### src/rtl/load_store_sequencer_pkg.sv
// Shared micro-code definitions for the load/store unit.
//   LoadStoreUnitFuncts / LoadStoreUnitBytes : ld_st_unit fields of the decoded micro-code
//   S_*                                      : load_store_sequencer FSM state encodings
//   LANE_BE_*                                : byte-enable masks for lane 0, shifted by address
package load_store_sequencer_pkg;

    typedef enum logic [2:0] {
        LD            = 3'd0,
        LDU           = 3'd1,
        ST            = 3'd2,
        FENCE         = 3'd3,
        FENCEI        = 3'd4,
        FUNCT_UNKNOWN = 3'd7
    } LoadStoreUnitFuncts;

    typedef enum logic [1:0] {
        BYTE          = 2'd0,
        HALF          = 2'd1,
        WORD          = 2'd2,
        BYTES_UNKNOWN = 2'd3
    } LoadStoreUnitBytes;

    localparam logic [1:0] S_IDLE   = 2'd0;
    localparam logic [1:0] S_ISSUE  = 2'd1;
    localparam logic [1:0] S_WAIT   = 2'd2;
    localparam logic [1:0] S_RETIRE = 2'd3;

    localparam logic [3:0] LANE_BE_BYTE = 4'b0001;
    localparam logic [3:0] LANE_BE_HALF = 4'b0011;
    localparam logic [3:0] LANE_BE_WORD = 4'b1111;

    // True for the functions that touch the data-memory bus.
    function automatic logic is_mem_op(input LoadStoreUnitFuncts f);
        return (f == LD) || (f == LDU) || (f == ST);
    endfunction

endpackage

### src/rtl/load_store_sequencer_ls_lane_align.sv
// Combinational byte-lane steering shared by the store and load paths.
//   bytes    : access size
//   addr_lo  : address bits [1:0]
//   sign_ext : 1 = sign-extend narrow loads (LD), 0 = zero-extend (LDU)
//   st_data  : raw store data (rs2)
//   ld_raw   : raw 32-bit word returned by memory
//   be       : byte enables for the access (0 for an unknown size)
//   st_lanes : store data replicated across all lanes of its size
//   ld_data  : selected and extended load result
module ls_lane_align
    import load_store_sequencer_pkg::*;
(
    input  LoadStoreUnitBytes bytes,
    input  logic [1:0]        addr_lo,
    input  logic              sign_ext,
    input  logic [31:0]       st_data,
    input  logic [31:0]       ld_raw,
    output logic [3:0]        be,
    output logic [31:0]       st_lanes,
    output logic [31:0]       ld_data
);

    logic [7:0]  ld_byte;
    logic [15:0] ld_half;

    always_comb begin
        case (addr_lo)
            2'd0:    ld_byte = ld_raw[7:0];
            2'd1:    ld_byte = ld_raw[15:8];
            2'd2:    ld_byte = ld_raw[23:16];
            default: ld_byte = ld_raw[31:24];
        endcase
        ld_half = addr_lo[1] ? ld_raw[31:16] : ld_raw[15:0];
    end

    always_comb begin
        be       = 4'b0000;
        st_lanes = st_data;
        ld_data  = ld_raw;
        case (bytes)
            BYTE: begin
                be       = LANE_BE_BYTE << addr_lo;
                st_lanes = {4{st_data[7:0]}};
                ld_data  = {{24{sign_ext & ld_byte[7]}}, ld_byte};
            end
            HALF: begin
                be       = LANE_BE_HALF << {addr_lo[1], 1'b0};
                st_lanes = {2{st_data[15:0]}};
                ld_data  = {{16{sign_ext & ld_half[15]}}, ld_half};
            end
            WORD: begin
                be = LANE_BE_WORD;
            end
            default: begin
                be = 4'b0000;
            end
        endcase
    end

endmodule

### src/rtl/load_store_sequencer.sv
// Multi-cycle load/store controller: runs one request/grant/response transaction
// on the data-memory bus per instruction and stalls the core until it retires.
//   clk, rst                        : clock, asynchronous active-high reset
//   req_en/funct/bytes/addr/wdata   : ld_st_unit micro-code fields, ALU address, rs2
//   stall                           : hold PC / register write of the current instruction
//   done                            : one-cycle retire pulse; ld_data and exc_* valid with it
//   exc_misaligned/illegal/bus_err  : at most one set, priority illegal > misaligned > bus_err
//   fence_i_flush                   : FENCE.I retiring
//   mem_req/we/addr/be/wdata        : bus request, driven only while issuing
//   mem_gnt/rvalid/rdata/err        : bus grant and response
module load_store_sequencer
    import load_store_sequencer_pkg::*;
#(
    parameter int unsigned TIMEOUT = 255
) (
    input  logic               clk,
    input  logic               rst,
    input  logic               req_en,
    input  LoadStoreUnitFuncts req_funct,
    input  LoadStoreUnitBytes  req_bytes,
    input  logic [31:0]        req_addr,
    input  logic [31:0]        req_wdata,
    output logic               stall,
    output logic               done,
    output logic [31:0]        ld_data,
    output logic               exc_misaligned,
    output logic               exc_illegal,
    output logic               exc_bus_err,
    output logic               fence_i_flush,
    output logic               mem_req,
    output logic               mem_we,
    output logic [31:0]        mem_addr,
    output logic [3:0]         mem_be,
    output logic [31:0]        mem_wdata,
    input  logic               mem_gnt,
    input  logic               mem_rvalid,
    input  logic [31:0]        mem_rdata,
    input  logic               mem_err
);

    logic [1:0]         state, state_nxt;
    LoadStoreUnitFuncts funct_q;
    LoadStoreUnitBytes  bytes_q;
    logic [31:0]        addr_q, wdata_q, rdata_q;
    logic               ill_q, mis_q, bus_err_q;
    logic [15:0]        wait_cnt;

    logic               req_ill, req_mis, timeout_hit;
    logic               issuing, is_load, any_exc;
    logic [3:0]         lane_be;
    logic [31:0]        lane_wdata, lane_ld;

    // Classify the incoming request; misalignment only matters for legal bus accesses.
    always_comb begin
        req_ill = 1'b0;
        req_mis = 1'b0;
        case (req_funct)
            LD, LDU, ST: begin
                req_ill = (req_bytes == BYTES_UNKNOWN);
                req_mis = ((req_bytes == HALF) && req_addr[0]) ||
                          ((req_bytes == WORD) && (req_addr[1:0] != 2'b00));
            end
            FENCE, FENCEI: begin
                req_ill = 1'b0;
            end
            default: begin
                req_ill = 1'b1;
            end
        endcase
    end

    // wait_cnt is 0 in the first WAIT cycle (one cycle after grant), so firing at
    // wait_cnt + 2 >= TIMEOUT retires exactly TIMEOUT cycles after the grant.
    assign timeout_hit = ({1'b0, wait_cnt} + 17'd2) >= 17'(TIMEOUT);

    always_comb begin
        state_nxt = state;
        case (state)
            S_IDLE: begin
                if (req_en) begin
                    // Only one access is ever outstanding, so fences retire without draining.
                    if (req_ill || req_mis || !is_mem_op(req_funct))
                        state_nxt = S_RETIRE;
                    else
                        state_nxt = S_ISSUE;
                end
            end
            S_ISSUE: begin
                if (mem_gnt)
                    state_nxt = S_WAIT;
            end
            S_WAIT: begin
                if (mem_rvalid || timeout_hit)
                    state_nxt = S_RETIRE;
            end
            default: begin
                state_nxt = S_IDLE;
            end
        endcase
    end

    always_ff @(posedge clk or posedge rst) begin
        if (rst) begin
            state     <= S_IDLE;
            funct_q   <= LD;
            bytes_q   <= BYTE;
            addr_q    <= '0;
            wdata_q   <= '0;
            rdata_q   <= '0;
            ill_q     <= 1'b0;
            mis_q     <= 1'b0;
            bus_err_q <= 1'b0;
            wait_cnt  <= '0;
        end else begin
            state <= state_nxt;

            if ((state == S_IDLE) && req_en) begin
                funct_q   <= req_funct;
                bytes_q   <= req_bytes;
                addr_q    <= req_addr;
                wdata_q   <= req_wdata;
                ill_q     <= req_ill;
                mis_q     <= req_mis;
                bus_err_q <= 1'b0;
            end

            if ((state == S_ISSUE) && mem_gnt)
                wait_cnt <= '0;
            else if (state == S_WAIT)
                wait_cnt <= wait_cnt + 16'd1;

            // A response arriving together with the timeout still wins.
            if (state == S_WAIT) begin
                if (mem_rvalid) begin
                    rdata_q   <= mem_rdata;
                    bus_err_q <= mem_err;
                end else if (timeout_hit) begin
                    bus_err_q <= 1'b1;
                end
            end
        end
    end

    ls_lane_align u_lane_align (
        .bytes    (bytes_q),
        .addr_lo  (addr_q[1:0]),
        .sign_ext (funct_q == LD),
        .st_data  (wdata_q),
        .ld_raw   (rdata_q),
        .be       (lane_be),
        .st_lanes (lane_wdata),
        .ld_data  (lane_ld)
    );

    assign issuing = (state == S_ISSUE);
    assign is_load = (funct_q == LD) || (funct_q == LDU);
    assign any_exc = ill_q || mis_q || bus_err_q;

    assign done  = (state == S_RETIRE);
    // rst is folded in so stall is low while reset is held even with req_en up.
    assign stall = req_en && !done && !rst;

    // Bus outputs are zero outside ISSUE so nothing stale leaks onto the bus.
    assign mem_req   = issuing;
    assign mem_we    = issuing && (funct_q == ST);
    assign mem_addr  = issuing ? {addr_q[31:2], 2'b00} : 32'd0;
    assign mem_be    = issuing ? lane_be : 4'b0000;
    assign mem_wdata = issuing ? lane_wdata : 32'd0;

    assign exc_illegal    = done && ill_q;
    assign exc_misaligned = done && !ill_q && mis_q;
    assign exc_bus_err    = done && !ill_q && !mis_q && bus_err_q;
    assign fence_i_flush  = done && !ill_q && (funct_q == FENCEI);
    assign ld_data        = (done && is_load && !any_exc) ? lane_ld : 32'd0;

endmodule

### config.mk
export PLATFORM = sky130hd
export DESIGN_NAME = load_store_sequencer
export DESIGN_NICKNAME = d
export VERILOG_FILES = /design/src/rtl/load_store_sequencer_pkg.sv /design/src/rtl/load_store_sequencer_ls_lane_align.sv /design/src/rtl/load_store_sequencer.sv
export SDC_FILE = /design/constraint.sdc
export NUM_CORES = 1
export LEC_CHECK = 0
export CAP_MARGIN = 0
export CORE_ASPECT_RATIO = 2
export CORE_UTILIZATION = 48
export CTS_CLUSTER_SIZE = 20
export DETAILED_ROUTE_END_ITERATION = 6
export GPL_ROUTABILITY_DRIVEN = 0
export GPL_TIMING_DRIVEN = 0
export PLACE_DENSITY = 0.84
export SLEW_MARGIN = 20
export SYNTH_ARGS = -nofsm -noshare
export SYNTH_HDL_FRONTEND = slang
export SYNTH_HIERARCHICAL = 1
export SYNTH_SLANG_ARGS = --single-unit
### constraint.sdc
create_clock -name clk -period 4.8 [get_ports clk]
set_input_delay 0.96 -clock clk [delete_from_list [all_inputs] [get_ports clk]]
set_output_delay 0.96 -clock clk [all_outputs]
set_load 0.005 [all_outputs]
==> reports/metrics.csv, run 1 <==
stage,metric,value,unit
status,outcome,finished clean,
clock_tree,cts_hold_buf,0,
clock_tree,cts.path.max_buffers,2,
yosys,netlist_top_cells_count,"dfrtp_1 (122), mux2_2 (110), and2_1 (101), nand2_1 (60), nor2_1 (34)",
die,die_w,88.67,um
yosys,yosysSeqAreaShare,0.4234,
power,p_leak,4.274,nW
clock_tree,cts_tree,built,
die,dieArea,0.01555,sq mm
critical_path,required,3.84,ns
die,start_util,0.4892,
yosys,syn_area,0.007211,sq mm
yosys,yosysUniqueCellTypes,57,
yosys,synth.area.top_cells,"dfrtp_1 (42%), mux2_2 (17%), and2_1 (8.8%)",
yosys,synth_top_area_cell,dfrtp_1,
global_route,grt_util_all_layers,0.2929,
yosys,ys.flop_type,dfrtp_1,
critical_path,cpMaxStageDelayCell,nor4_1,
final_layout,instances_no_fill,1137,
clock_tree,cts_resized,0,
yosys,avgSynthCellArea,10.39,sq um
placement,io_buffers,212,
routing,firstDrtPassIters,5,
clock_tree,h-tree-depth,4,
timing,tightest_slew,0.9439,ns
power,power_density,603.9,mW/mm^2
routing,wl,21890,um
global_route,grt_max_degree,73,
timing,finalCriticalPeriod,4.284,ns
timing,max_slew_margin,0.3649,
die,rows,63,
placement,hpwl,16900,um
clock_tree,post_cts_buffers,0,
routing,ant_nets,0,
critical_path,slowest_delay,0.72,ns
flow_run,drv_cap,0,
timing,finalSetupViolations,0,
timing,hold_viol,0,
timing,worst_slack,0.5164,ns
critical_path,path_cells,ha_1 -> nor2b_1 -> nand2b_1 -> nor4_1 -> clkbuf_1 -> and2_1 -> clkdlybuf4s50_1,
timing,fin_crit_sh,0.8924,
timing,slew_violations,0,
die,core,0.01474,sq mm
critical_path,worstSetupStartpointType,flop,
yosys,synth_top_area_share,0.4234,
yosys,yosys.cell_count.top_type,dfrtp_1,
critical_path,crit_arrival,3.32,ns
final_layout,layout.nets,1042,
clock_tree,clkTransAtPathRegs,0.06,ns
critical_path,path_class,reg -> out,
critical_path,crit_path_end_kind,output pin,
yosys,synth-edff-count,0,
timing,fmax,233.5,MHz
routing,drc,0,
global_route,grt_pass1_wl,33780,um
routing,viasPerCell,5.549,
yosys,syn_inst,694,
placement,dp_slack,1.047,ns
yosys,yosysWarnings,6,
die,die_y,175.3,um
power,power,6.163,mW
final_layout,area_growth,41.52,%
final_layout,final_layout_size_suffix_gt1_frac,0.1989,
timing,rsz0062_at_grt,no,
routing,wl_per_cell,19.25,um
power,vdd_ir_drop_max,0.0003722,V
yosys,async_flop_share,1.000,
min_path,min_path_type,reg -> reg,
clock_tree,cts_sinks,122,
clock_tree,insertion_delay,0.41,ns
global_route,grt_pass1_vias,6433,
timing,fin_skew,0.007609,ns
global_route,antenna_found_initial,2,
clock_tree,cts_root_buf,clkbuf_16,
final_layout,utilization,0.6923,
timing,setup_tns,0,ns
routing,drtIter0Drc,346,
placement,dp.cells,1103,
critical_path,crit_fanout,10,
die,io_pins,215,
clock_tree,cts_buffers,17,
yosys,ys_ff_latch,122,
routing,vias,6309,
global_route,overflow,0,
logic make-up after synthesis:
family / synth area share
xor+xnor: 0.01822
flops: 0.4234
simple gates: 0.1959
other cells: 0.0005201
compound gates: 0.08242
fa+ha+maj: 0.01388
mux: 0.2148
buf+inv: 0.05084
cell usage in the layout (no fill, tap or decap), drive strengths merged, types with 3 or more instances in the layout:
cell           netlist  routed
clkdlybuf4s50        0     212
dfrtp              122     122
mux2               110     110
and2               101     101
nand2               61      61
clkbuf              27      46
nor2                34      34
buf                 28      29
nand3               21      21
inv                 18      20
o21ai               19      19
a21oi               16      16
mux2i               13      13
xor2                 9       9
a311oi               8       8
ha                   8       8
mux4                 8       8
a22o                 8       8
a221o                8       8
o211ai               7       7
clkinv               2       7
nand4                6       6
xnor2                6       6
nor3                 6       6
nor2b                5       5
a31oi                4       4
nand2b               4       4
or3                  4       4
clkinvlp             0       4
and3                 4       4
o22ai                4       4
a211oi               3       3
or2                  3       3
per-layer routing:
metal / part of all wire / vias to the layer above / GRT usage / wire length [um]
li1: - / 2876 / - / -
met1: 0.33 / 3069 / 0.2925 / 7222
met2: 0.56 / 279 / 0.5340 / 12220
met3: 0.053 / 85 / 0.05827 / 1164
met4: 0.059 / 0 / 0.1801 / 1281
met5: 0 / - / 0 / 0
per-stage QoR:
| step | hold WS, ns | cell area [sq um] |
|---|---|---|
| floorplan | 0.4547 | 7214 |
| global placement | 0.4777 | 9580 |
| detailed placement | 0.4855 | 9613 |
| CTS | 0.4986 | 10200 |
| global route | 0.5021 | 10200 |
| finish | 0.4935 | 10200 |
cell type report:
cell class	count	area, sq um
multi-input combinational	498	3795
inverter	20	80.08
antenna	2	5.005
clock inverter	13	143.9
buffer	55	291.5
sequential	122	3053
fill	1167	4536
tap	195	244.0
timing repair buffer	213	2150
clock buffer	19	442.9
critical path, delay by kind of cell, from the launching register on:
family                   cells  cell delay [ns]
flip-flops                   1             0.38
AND/OR/NAND/NOR              4             1.30
buffers and inverters        2             0.93
adder cells (fa/ha/maj)      1             0.29
report_power, final:
part | leakage, nW | switching (mW) | internal [mW] | total (mW)
Sequential | 1.47 | 0.434 | 1.51 | 1.95
Clock | 0.276 | 0.485 | 0.780 | 1.27
Combinational | 2.53 | 1.30 | 1.65 | 2.95
worst paths after layout:
check | slack, ns | to | start | depth (start not counted)
setup / recovery | 0.52 | ld_data[7] | state[1] | 7
hold / removal | 0.49 | addr_q[17] | addr_q[17] | 1
max in group asynchronous | 3.10 | rdata_q[30] | rst | 3
hold reg to reg | 0.49 | addr_q[17] | addr_q[17] | 1
setup reg to reg | 2.43 | wait_cnt[14] | state[1] | 9
min in group asynchronous | 0.98 | addr_q[23] | rst | 2
flip-flops by register name (all words and copies together), names as in the netlist:
name and flops:
addr_q 32, rdata_q 32, wdata_q 32, ill_q 1, wait_cnt 16, funct_q 3
mis_q 1, bytes_q 2, state 2, bus_err_q 1
No activity file was read; power rests on OpenSTA's default activity.
==> run 2, diff against run 1 <==
--- a/config.mk
+++ b/config.mk
@@ -8,7 +8,6 @@
 export CAP_MARGIN = 0
 export CORE_ASPECT_RATIO = 2
 export CORE_UTILIZATION = 48
-export CTS_CLUSTER_SIZE = 20
 export DETAILED_ROUTE_END_ITERATION = 6
 export GPL_ROUTABILITY_DRIVEN = 0
 export GPL_TIMING_DRIVEN = 0
==> constraint.sdc (replaced) <==
create_clock -name clk -period 4.8 [get_ports clk]
set_input_delay 0.72 -clock clk [delete_from_list [all_inputs] [get_ports clk]]
set_output_delay 0.72 -clock clk [all_outputs]
set_load 0.005 [all_outputs]
==> results of run 2 <==
Same layout as run 1 (identical final DEF). Status: finished clean.
Among the figures that moved: setup slack after placement 1.047 ns -> 1.287 ns; setup slack after layout 0.5164 ns -> 0.7564 ns
